`config.mk`:
```
export PLATFORM = sky130hd
export DESIGN_NAME = spike_synapse
export DESIGN_NICKNAME = d
export VERILOG_FILES = /design/src/rtl/spike_synapse.sv
export SDC_FILE = /design/constraint.sdc
export NUM_CORES = 1
export LEC_CHECK = 0
export ABC_AREA = 1
export CORE_ASPECT_RATIO = 1.2
export CORE_MARGIN = 5
export CORE_UTILIZATION = 30
export DETAILED_ROUTE_END_ITERATION = 8
export PLACE_DENSITY_LB_ADDON = 0.12
export SYNTH_ARGS = -nofsm -noshare
export SYNTH_HDL_FRONTEND = slang
export SYNTH_SLANG_ARGS = --single-unit
```
`constraint.sdc`:
```
create_clock -name clk -period 4.48 [get_ports clk]
set_input_delay 0.448 -clock clk [delete_from_list [all_inputs] [get_ports clk]]
set_output_delay 0.448 -clock clk [all_outputs]
set_load 0.02 [all_outputs]
```
`src/rtl/spike_synapse.sv`:
```
// Current-mode synapse: each spike edge adds a weight to a saturating current that then decays
// geometrically on a prescaled tick. Define SPIKE_SYNC_EN to add a two-flop input synchroniser.
module spike_synapse #(
    parameter int unsigned WIDTH        = 8,
    parameter int unsigned DECAY_PERIOD = 16,
    parameter int unsigned CNT_W        = 8
) (
    input  logic             clk,
    input  logic             reset,
    input  logic             spike_in,
    input  logic [WIDTH-1:0] weight,
    input  logic [2:0]       decay_shift,
    output logic [WIDTH-1:0] i_syn,
    output logic             active,
    output logic [CNT_W-1:0] event_cnt
);

    localparam int unsigned      PW       = (DECAY_PERIOD > 2) ? $clog2(DECAY_PERIOD) : 1;
    localparam logic [PW-1:0]    PRE_LAST = PW'(DECAY_PERIOD - 1);
    localparam logic [WIDTH-1:0] I_MAX    = '1;
    localparam logic [WIDTH-1:0] I_ONE    = {{(WIDTH-1){1'b0}}, 1'b1};
    localparam logic [CNT_W-1:0] CNT_MAX  = '1;

    typedef enum logic [0:0] {StIdle, StDecay} state_t;

    state_t           state_q;
    logic [PW-1:0]    pre_q;
    logic             spike_q;
    logic             spike_s;
    logic             spike_event;
    logic [WIDTH:0]   sum;
    logic [WIDTH-1:0] sat_sum;
    logic [WIDTH-1:0] shifted;
    logic [WIDTH-1:0] dec;
    logic [WIDTH-1:0] decayed;

`ifdef SPIKE_SYNC_EN
    logic [1:0] sync_q;

    always_ff @(posedge clk or posedge reset) begin
        if (reset) begin
            sync_q <= '0;
        end else begin
            sync_q <= {sync_q[0], spike_in};
        end
    end

    assign spike_s = sync_q[1];
`else
    assign spike_s = spike_in;
`endif

    always_comb begin
        spike_event = spike_s & ~spike_q;
        sum         = {1'b0, i_syn} + {1'b0, weight};
        sat_sum     = sum[WIDTH] ? I_MAX : sum[WIDTH-1:0];
        shifted     = i_syn >> decay_shift;
        // A shift that truncates to zero still has to make progress towards zero.
        dec         = (shifted == '0) ? I_ONE : shifted;
        decayed     = (dec >= i_syn) ? '0 : i_syn - dec;
    end

    always_ff @(posedge clk or posedge reset) begin
        if (reset) begin
            state_q   <= StIdle;
            pre_q     <= '0;
            spike_q   <= 1'b0;
            i_syn     <= '0;
            active    <= 1'b0;
            event_cnt <= '0;
        end else begin
            spike_q <= spike_s;
            if (spike_event && event_cnt != CNT_MAX) begin
                event_cnt <= event_cnt + 1'b1;
            end
            unique case (state_q)
                StIdle: begin
                    pre_q <= '0;
                    if (spike_event && weight != '0) begin
                        i_syn   <= sat_sum;
                        active  <= 1'b1;
                        state_q <= StDecay;
                    end
                end
                StDecay: begin
                    // An event pre-empts a coincident decay tick and restarts the period.
                    if (spike_event) begin
                        i_syn <= sat_sum;
                        pre_q <= '0;
                    end else if (pre_q == PRE_LAST) begin
                        pre_q <= '0;
                        i_syn <= decayed;
                        if (decayed == '0) begin
                            active  <= 1'b0;
                            state_q <= StIdle;
                        end
                    end else begin
                        pre_q <= pre_q + 1'b1;
                    end
                end
                default: begin
                    state_q <= StIdle;
                end
            endcase
        end
    end

endmodule

```
After elaboration in Yosys (flattened, before gate mapping)
Cells that the tools add are included.
W data, S select, Z words.

word-level totals
  input bits = 14
  logic and storage cells = 49
  flip-flop bits (word level) = 23

operators by class
  reduce and logical (&&, ||, !) cells = 7
  shifts and indexed selects = 1
  bitwise gates (word level) = 3
  magnitude comparators = 1
  add/sub/neg operators = 4
  eq/ne operators = 7
  multiplexer cells = 20

operators by type and width
  kind                   number
  $mux W8                6
  $logic_not A8 Y1       2
  $pmux W8 S2            1
  $add A8 B8 Y9          1
  $add A8 B1 Y8 const B  1
  $ge A8 B8 Y1           1
  $mux W1                8
  $mux W4                2
  $ne A8 B8 Y1 const B   1
  $pmux W4 S2            1
  $reduce_bool A8 Y1     1
  $shr A8 B3 Y8          1
  $sub A8 B8 Y8          1
  $add A4 B1 Y4 const B  1
  $eq A4 B4 Y1 const B   1
  $ne A2 B1 Y1 const B   2
  $ne A2 B2 Y1 const B   2
  $pmux W1 S2            2
  $reduce_and A4 Y1      1
  $ne A3 B1 Y1 const B   1
  $logic_and A1 B1 Y1    2
  $not A1 Y1             2
  $reduce_and A2 Y1      1
  $and A1 B1 Y1          1

Longest topological paths before layout
  depth in word-level cells = 10
  mapped depth = 24
  depth with buffers taken out = 24

Worst setup path before layout
Ideal clock, no wire load.

  path kind = input-to-reg
  from = in decay_shift[0]
  to = reg state_q
  arrival = 2700 ps
  path slack = 1653 ps
  cell stages on the path = 23
  library setup time = 128 ps
  cells stage by stage = buf_2 -> nand2_1 -> o21ai_1 -> nand2_1 -> o31ai_1 -> o21ai_1 -> nand3_1 -> o21ai_1 -> ha_1 -> inv_1 -> fa_1 -> nand3_2 -> nand2_2 -> nand2_2 -> nand2_2 -> nand3_1 -> nand2_1 -> clkinv_1 -> nand2_1 -> nor2_2 -> nand2_1 -> nor2_1 -> nor2_1

on the way
  cells in the longest elaborated chain, start to end = 10
  elaborated cells between the ends (all ways) = 11

RTL lines
  element                                        RTL line  text
  start: declaration                             12        input logic [2:0] decay_shift,
  $shr A8 B3 Y8 *                                57        shifted = i_syn >> decay_shift;
  $logic_not A8 Y1                               59        dec = (shifted == '0) ? I_ONE : shifted;
  $mux W8 *                                      59
  $sub A8 B8 Y8 or $ge A8 B8 Y1 (tied branches)  60        decayed = (dec >= i_syn) ? '0 : i_syn - dec;
  $mux W8 *                                      60
  $logic_not A8 Y1 *                             93        if (decayed == '0) begin
  $mux W1 *                                      93
  $mux W1 *                                      90        end else if (pre_q == PRE_LAST) begin
  $mux W1 *                                      87        if (spike_event) begin
  $pmux W1 S2 *                                  76        unique case (state_q)
  end signal: assignment                         82        state_q <= StDecay;
  end signal: assignment                         95        state_q <= StIdle;
  end signal: assignment                         102       state_q <= StIdle;
  end: declaration                               26        state_t state_q;

Every way passes the cells marked *; elsewhere a longest branch is shown, timed or not.
A chain may end at the register's enable or synchronous reset.

Final worst setup path
  from = in decay_shift[0]
  to = reg active

on the way
  cells in the longest elaborated chain, start to end = 8
  elaborated cells between the ends (all ways) = 9

RTL lines
  element                                        RTL line  text
  $shr A8 B3 Y8 *                                57
  $logic_not A8 Y1                               59
  $mux W8 *                                      59
  $sub A8 B8 Y8 or $ge A8 B8 Y1 (tied branches)  60
  $mux W8 *                                      60
  $logic_not A8 Y1 *                             93
  $ne A2 B1 Y1 (no source line) *                --
  $reduce_and A4 Y1 (no source line) *           --
  end signal: assignment                         69        active <= 1'b0;
  end signal: assignment                         81        active <= 1'b1;
  end signal: assignment                         94        active <= 1'b0;
  end: declaration                               14        output logic active,

Marked as above.

==> impl_metrics.tcl <==
set metrics [dict create \
    status "finished clean" \
    netlist_area_sq_um 2203 \
    track_usage 0.1287 \
    peakVddDrop_uv 201.4 \
    cts-root-buf "clkbuf_8" \
    setup_viol 0 \
    synthTopCellsByArea "dfrtp_1 (26%), nand2_1 (15%), ha_1 (11%), inv_1 (8.7%), nand3_1 (4.5%)" \
    postLayoutCoreUtil 0.3690 \
    critPathSlowestCell "clkdlybuf4s50_1" \
    worst_setup_path_start_kind "input port" \
    r2r_end "active$_DFFE_PP0P_" \
    cp_max_fo 12 \
    postSynthAreaPerCell_sq_um 6.843 \
    die_h_um 103.9 \
    hold_end "pre_q[0]$_DFF_PP0_" \
    vias 2044 \
    drt_iter0_markers 51 \
    leakage_nw 1.324 \
    cts_tree "done" \
    startpoint "decay_shift[0]" \
    yosysTopAreaCellShare 0.2612 \
    synth_top_area_cell "dfrtp_1" \
    vias_per_cell 4.604 \
    coreArea_sq_um 7189 \
    cp.arrival_ps 3680 \
    start_util 0.3065 \
    min_period_ps 3525 \
    portBuffers 30 \
    n_antenna_cell 0 \
    overflow 0 \
    setup-tns-final_ps 0 \
    grt_start_max_net_pins 24 \
    netlist-cell-type-count 37 \
    crit_path_cell_trace "clkdlybuf4s50_1 > inv_1 > nand2_1 > o21ai_1 > o21ai_0 > nand2_1 > o21ai_1 > nand3_1 > o21ai_1 > ha_1 > inv_1 > fa_1 > nand3_2 > nand2_2 > nand2_2 > nand2_2 > nand3b_1 > o21ai_1 > nor2_1 > nand3_1 > nand2_1 > nand2_1" \
    rr_startpoint "i_syn[6]$_DFFE_PP0P_" \
    hold_depth 1 \
    num_rows 34 \
    clock_sinks 23 \
    ant_nets 0 \
    hold_viol 0 \
    fillers 812 \
    hpwl_um 4694 \
    period_share 0.7868 \
    die_area_sq_um 9166 \
    drive_gt1_frac 0.08192 \
    hold_class "flop to flop" \
    syn2layout_area_growth_pct 20.39 \
    path_class "input port to flop" \
    relSlewSlack 0.3829 \
    nNetsFinal 390 \
    fmax_mhz 283.7 \
    grt_pass1_wl_um 9597 \
    fin_worst_skew_ps 4.399 \
    die_width_um 88.24 \
    route.detailed.drc 0 \
    powerDensity_nw_per_um2 678.2 \
    rsz0062_at_grt "no" \
    num_io_pins 31 \
    synth_nets 357 \
    synth_sequential_area_ratio 0.2612 \
    wirelength_um 5572 \
    gp_congestion 0.8060 \
    grt_pass1_vias 2086 \
    ys_warn_count 0 \
    drv_cap 0 \
    layout_common_cells "nand2_1 (86), inv_1 (51), clkdlybuf4s50_1 (30)" \
    netlist_instances 322 \
    placed_cell_area_sq_um 2606 \
    slowest_delay_ps 650 \
    clk_path_buf_depth 2 \
    wl_per_cell_um 12.55 \
    clkTransAtPathRegs_ps 90 \
    ys_ff_latch 23 \
    post_cts_resized 0 \
    cts_max_level 1 \
    slew_viol_final 0 \
    critPathRequiredTime_ps 4640 \
    final_common_cell "nand2_1" \
    hp-start "pre_q[0]$_DFF_PP0_" \
    cts_made_buffers 3 \
    post-cts-setup-buffers 0 \
    antenna_found_initial 0 \
    ctsHoldBuffers 0 \
    tightest_slew_ps 924.6 \
    r2r_slack_ps 1410 \
    r2r_cells 20 \
    worstSetupEndpointType "flop" \
    insertion_delay_ps 260 \
    final_area_sq_um 2653 \
    firstDrtPassIters 4 \
]
-- final cells by class --
class                      count  area (sq um)  share of cell area
clock inverter                 1         5.005            0.001887
multi-input combinational    241          1408              0.5307
sequential                    23         575.6              0.2170
inverter                      56         210.2             0.07925
clock buffer                   3         41.29             0.01557
timing repair buffer          30         300.3              0.1132
tap                           90         112.6             0.04245
-- per-layer routing --
metal  vias to the layer above  wire, um  share of wire  global-route usage
met5                         -         0              0                   0
met4                         0       107          0.019             0.03996
met3                         6       178          0.032             0.01981
met2                        26      2778           0.50              0.2235
met1                       905      2507           0.45              0.1597
li1                       1107         -              -                   -
-- logic make-up (layout without fill, tap and decap cells) --
family / Yosys count / count (layout) / share of synthesized area
AO/OA/AOI/OAI: 49 / 49 / 0.1352
XOR/XNOR: 13 / 13 / 0.05168
adder cells (fa/ha/maj): 21 / 21 / 0.1261
buffers and inverters: 58 / 90 / 0.09994
flip-flops: 23 / 23 / 0.2612
multiplexers: 1 / 1 / 0.005110
AND/OR/NAND/NOR: 157 / 157 / 0.3208
-- through the flow --
step	worst slack (ps)	instances	power [mW]	hold slack (ps)
6_report	955.2	444	1.799	472.4
5_1_grt	457.1	444	2.015	497.9
4_1_cts	938.4	444	1.823	480.4
3_5_place_dp	646.2	440	1.681	467.6
3_3_place_gp	760.2	440	1.695	457.8
2_1_floorplan	1653	322	1.297	429.2
-- synthesized netlist by cell type --
cell type	number
nand2_1	86
inv_1	51
dfrtp_1	23
nor2_1	23
nand3_1	20
ha_1	19
a21oi_1	12
o21ai_1	12
o21ai_0	10
nand4_1	9
xor2_1	8
xnor2_1	5
inv_2	4
nand2_2	4
nor2_2	3
a21oi_2	2
buf_2	2
fa_1	2
nand3_2	2
nand3b_1	2
nor2_4	2
nor3_1	2
o211ai_1	2
o22ai_1	2
o31ai_1	2
or2_2	2
a21o_1	1
a21oi_4	1
a31o_2	1
a31oi_1	1
a31oi_2	1
and2_1	1
clkinv_1	1
mux2_2	1
nand2_4	1
o21a_1	1
o21ai_2	1
-- critical path, delay by kind of cell --
family | cells | cell delay, ps
AO/OA/AOI/OAI | 5 | 730
adder cells (fa/ha/maj) | 2 | 570
buffers and inverters | 3 | 860
AND/OR/NAND/NOR | 12 | 1060
-- sequential cells by signal (all words and copies together) (netlist names) --
register / count
event_cnt: 8
pre_q: 4
i_syn: 8
state_q: 1
spike_q: 1
active: 1
-- power by group --
part	internal, mW	switching, mW	leakage, nW
combinational	0.508	0.759	1.02
sequential	0.287	0.115	0.275
clock	0.0620	0.0672	0.0255
total	0.857	0.942	1.32
-- worst max path at each step --
stage	endpoint	slack [ps]
after global placement	active$_DFFE_PP0P_	760
after detailed placement	active$_DFFE_PP0P_	650
after floorplan	state_q$_DFF_PP0_	1650
after CTS	active$_DFFE_PP0P_	940
after global routing	active$_DFFE_PP0P_	460
final	active$_DFFE_PP0P_	960
Power figures use the tool's default switching activity.
==> edit (same settings) <==
Put one more register stage on the output `event_cnt`, without a reset. The value now appears one clock later. The other outputs are not delayed to match.
--- a/src/rtl/spike_synapse.sv
+++ b/src/rtl/spike_synapse.sv
@@ -24,2 +24,4 @@
     typedef enum logic [0:0] {StIdle, StDecay} state_t;
+
+    logic [CNT_W-1:0] event_cnt_s0;
 
@@ -69,7 +71,7 @@
             active    <= 1'b0;
-            event_cnt <= '0;
+            event_cnt_s0 <= '0;
         end else begin
             spike_q <= spike_s;
-            if (spike_event && event_cnt != CNT_MAX) begin
-                event_cnt <= event_cnt + 1'b1;
+            if (spike_event && event_cnt_s0 != CNT_MAX) begin
+                event_cnt_s0 <= event_cnt_s0 + 1'b1;
             end
@@ -107,2 +109,6 @@
 
+    always_ff @(posedge clk) begin
+        event_cnt <= event_cnt_s0;
+    end
+
 endmodule
Function: changed (Yosys sat finds a counterexample within 4 cycles, from zero or initial values and one cycle with reset high).
==> edit against the unedited design <==
Core utilization rose by 0.17 points. Non-clock buffer count did not move. Hold slack got worse by 68 ps. Setup slack improved by 14 ps. Area after synthesis grew 8.0%. Wire length up 8.1%. Critical path depth down 1. Sequential cell count rose by 8. Power increased by 13%. Cell area up 7.7%. Critical endpoint is now state_q.
==> edit: results (changes against the unedited design) <==
\begin{tabular}{lr}
\hline
Metric & Value \\
\hline
\multicolumn{2}{l}{\textbf{Critical path}} \\
Slack of the worst reg-to-reg path & 1350 ps (-60 ps) \\
End of the worst register-to-register path & state\_q \\
Reg-to-Reg Start & i\_syn[4] \\
Crit-path max cell delay & 700 ps (+50 ps) \\
\multicolumn{2}{l}{\textbf{Synthesis}} \\
Complex-gate fraction of the synthesized area & 9.84\% (-3.7 points) \\
Multiplexer area fraction after synthesis & 0\% (-0.51 points) \\
Post-Synth XOR/XNOR Area & 4.05\% (-1.1 points) \\
Net Count, Synth & 370 (+3.6\%) \\
Library cells used by synthesis & 36 (-2.7\%) \\
Sequential share of the synthesized area & 30.9\% (+4.8 points) \\
Arithmetic-cell share of the synthesized area counting full adders, half adders and majority gates & 11.7\% (-0.93 points) \\
Fraction of registers with async set/reset & 74.2\% (-26 points) \\
\multicolumn{2}{l}{\textbf{Drt}} \\
DRT iter0 DRCs & 58 (+14\%) \\
Detailed-routing wirelength on met1 & 2.76 mm (+9.9\%) \\
Met2 wire len & 2.98 mm (+7.2\%) \\
Post-DR vias/cell & 4.72 (+2.5\%) \\
Average wire per standard cell & 13.0 microns (+3.9\%) \\
Count of vias placed by the detailed router & 2180 (+6.7\%) \\
\multicolumn{2}{l}{\textbf{GRT}} \\
Wire length of the first global-routing pass & 10.4 mm (+8.6\%) \\
\multicolumn{2}{l}{\textbf{Layout}} \\
Final net count & 404 (+3.6\%) \\
Non-clock buffering overhead in the final layout & 10.5\% (-0.81 points) \\
Sequential share of cell area & 25.8\% (+4.1 points) \\
Area of all sequential standard cells & 736 sq um (+28\%) \\
Multi-Input Combinational & 250 (+3.7\%) \\
Largest registers & event\_cnt: 8 flops, event\_cnt\_s0: 8 flops, i\_syn: 8 flops \\
Final-layout clock-cell area share & 2.80\% (+1.1 points) \\
Layout clock buffer count & 8 (+5) \\
FFs \& Latches & 31 (+35\%) \\
Ratio of cells with drive above 1 in the final layout & 9.19\% (+1.0 points) \\
Share of cell area taken by multi-input logic gates & 50.2\% (-2.9 points) \\
\multicolumn{2}{l}{\textbf{Placement}} \\
Placed inst area & 0.00278 sq mm (+6.5\%) \\
Worst slack at placement & 677 ps (+31.0 ps) \\
GP Congestion & 0.874 (+8.5\%) \\
\multicolumn{2}{l}{\textbf{Power}} \\
Leakage & 1.41 nW (+6.4\%) \\
Peak ir drop on the vdd network & 0.345 mV (+71\%) \\
Comb power frac & 64.3\% (-6.1 points) \\
\multicolumn{2}{l}{\textbf{Timing}} \\
Final hold slack & 405 ps (-67.6 ps) \\
Highest clock frequency the design can meet & 0.285 GHz (+0.39\%) \\
Final worst clock skew & 9.88 ps (+5.49 ps) \\
Slew at the pin closest to its max-slew limit & 908 ps (-16.5 ps) \\
\multicolumn{2}{l}{\textbf{Floorplan}} \\
Tapcell count & 92 (+2.2\%) \\
\multicolumn{2}{l}{\textbf{Status}} \\
Status & finished clean \\
\multicolumn{2}{l}{\textbf{Clocking}} \\
Number of buffers created by CTS & 5 (+2) \\
Clk Latency, worst-skew pair & 280 ps (+20 ps) \\
\hline
\end{tabular}
[edit: cell count changes after synthesis, moves of 3 or more]
cell	before	now
nand3_1	20	35
inv_1	51	42
dfxtp_1	0	8
o21ai_0	10	3
nor2_1	23	29
inv_2	4	9
o21ai_1	12	16
a21oi_1	12	9
nand4_1	9	6
[edit: worst register-to-register path, stage by stage (launching register included)]
cell and delay [ps]:
dfrtp_1 500, nand2_1 120, o21ai_1 90, nand2_1 80, o31ai_1 70, o21ai_1 330, nand3_1 140, o21ai_1 160
ha_1 180, inv_2 50, fa_1 390, nand2_1 80, nand2_1 110, nand3_2 120, nand2_4 70, nand3b_1 150
nand2_1 60, nor2_1 120, nand3_2 90, nor2b_4 130
[edit: routing by layer]
metal | GRT usage, % | up-vias
li1 | - | 1143
met1 | 15.6 | 991
met2 | 23.2 | 36
met3 | 2.45 | 10
met4 | 4.30 | 0
met5 | 0 | -
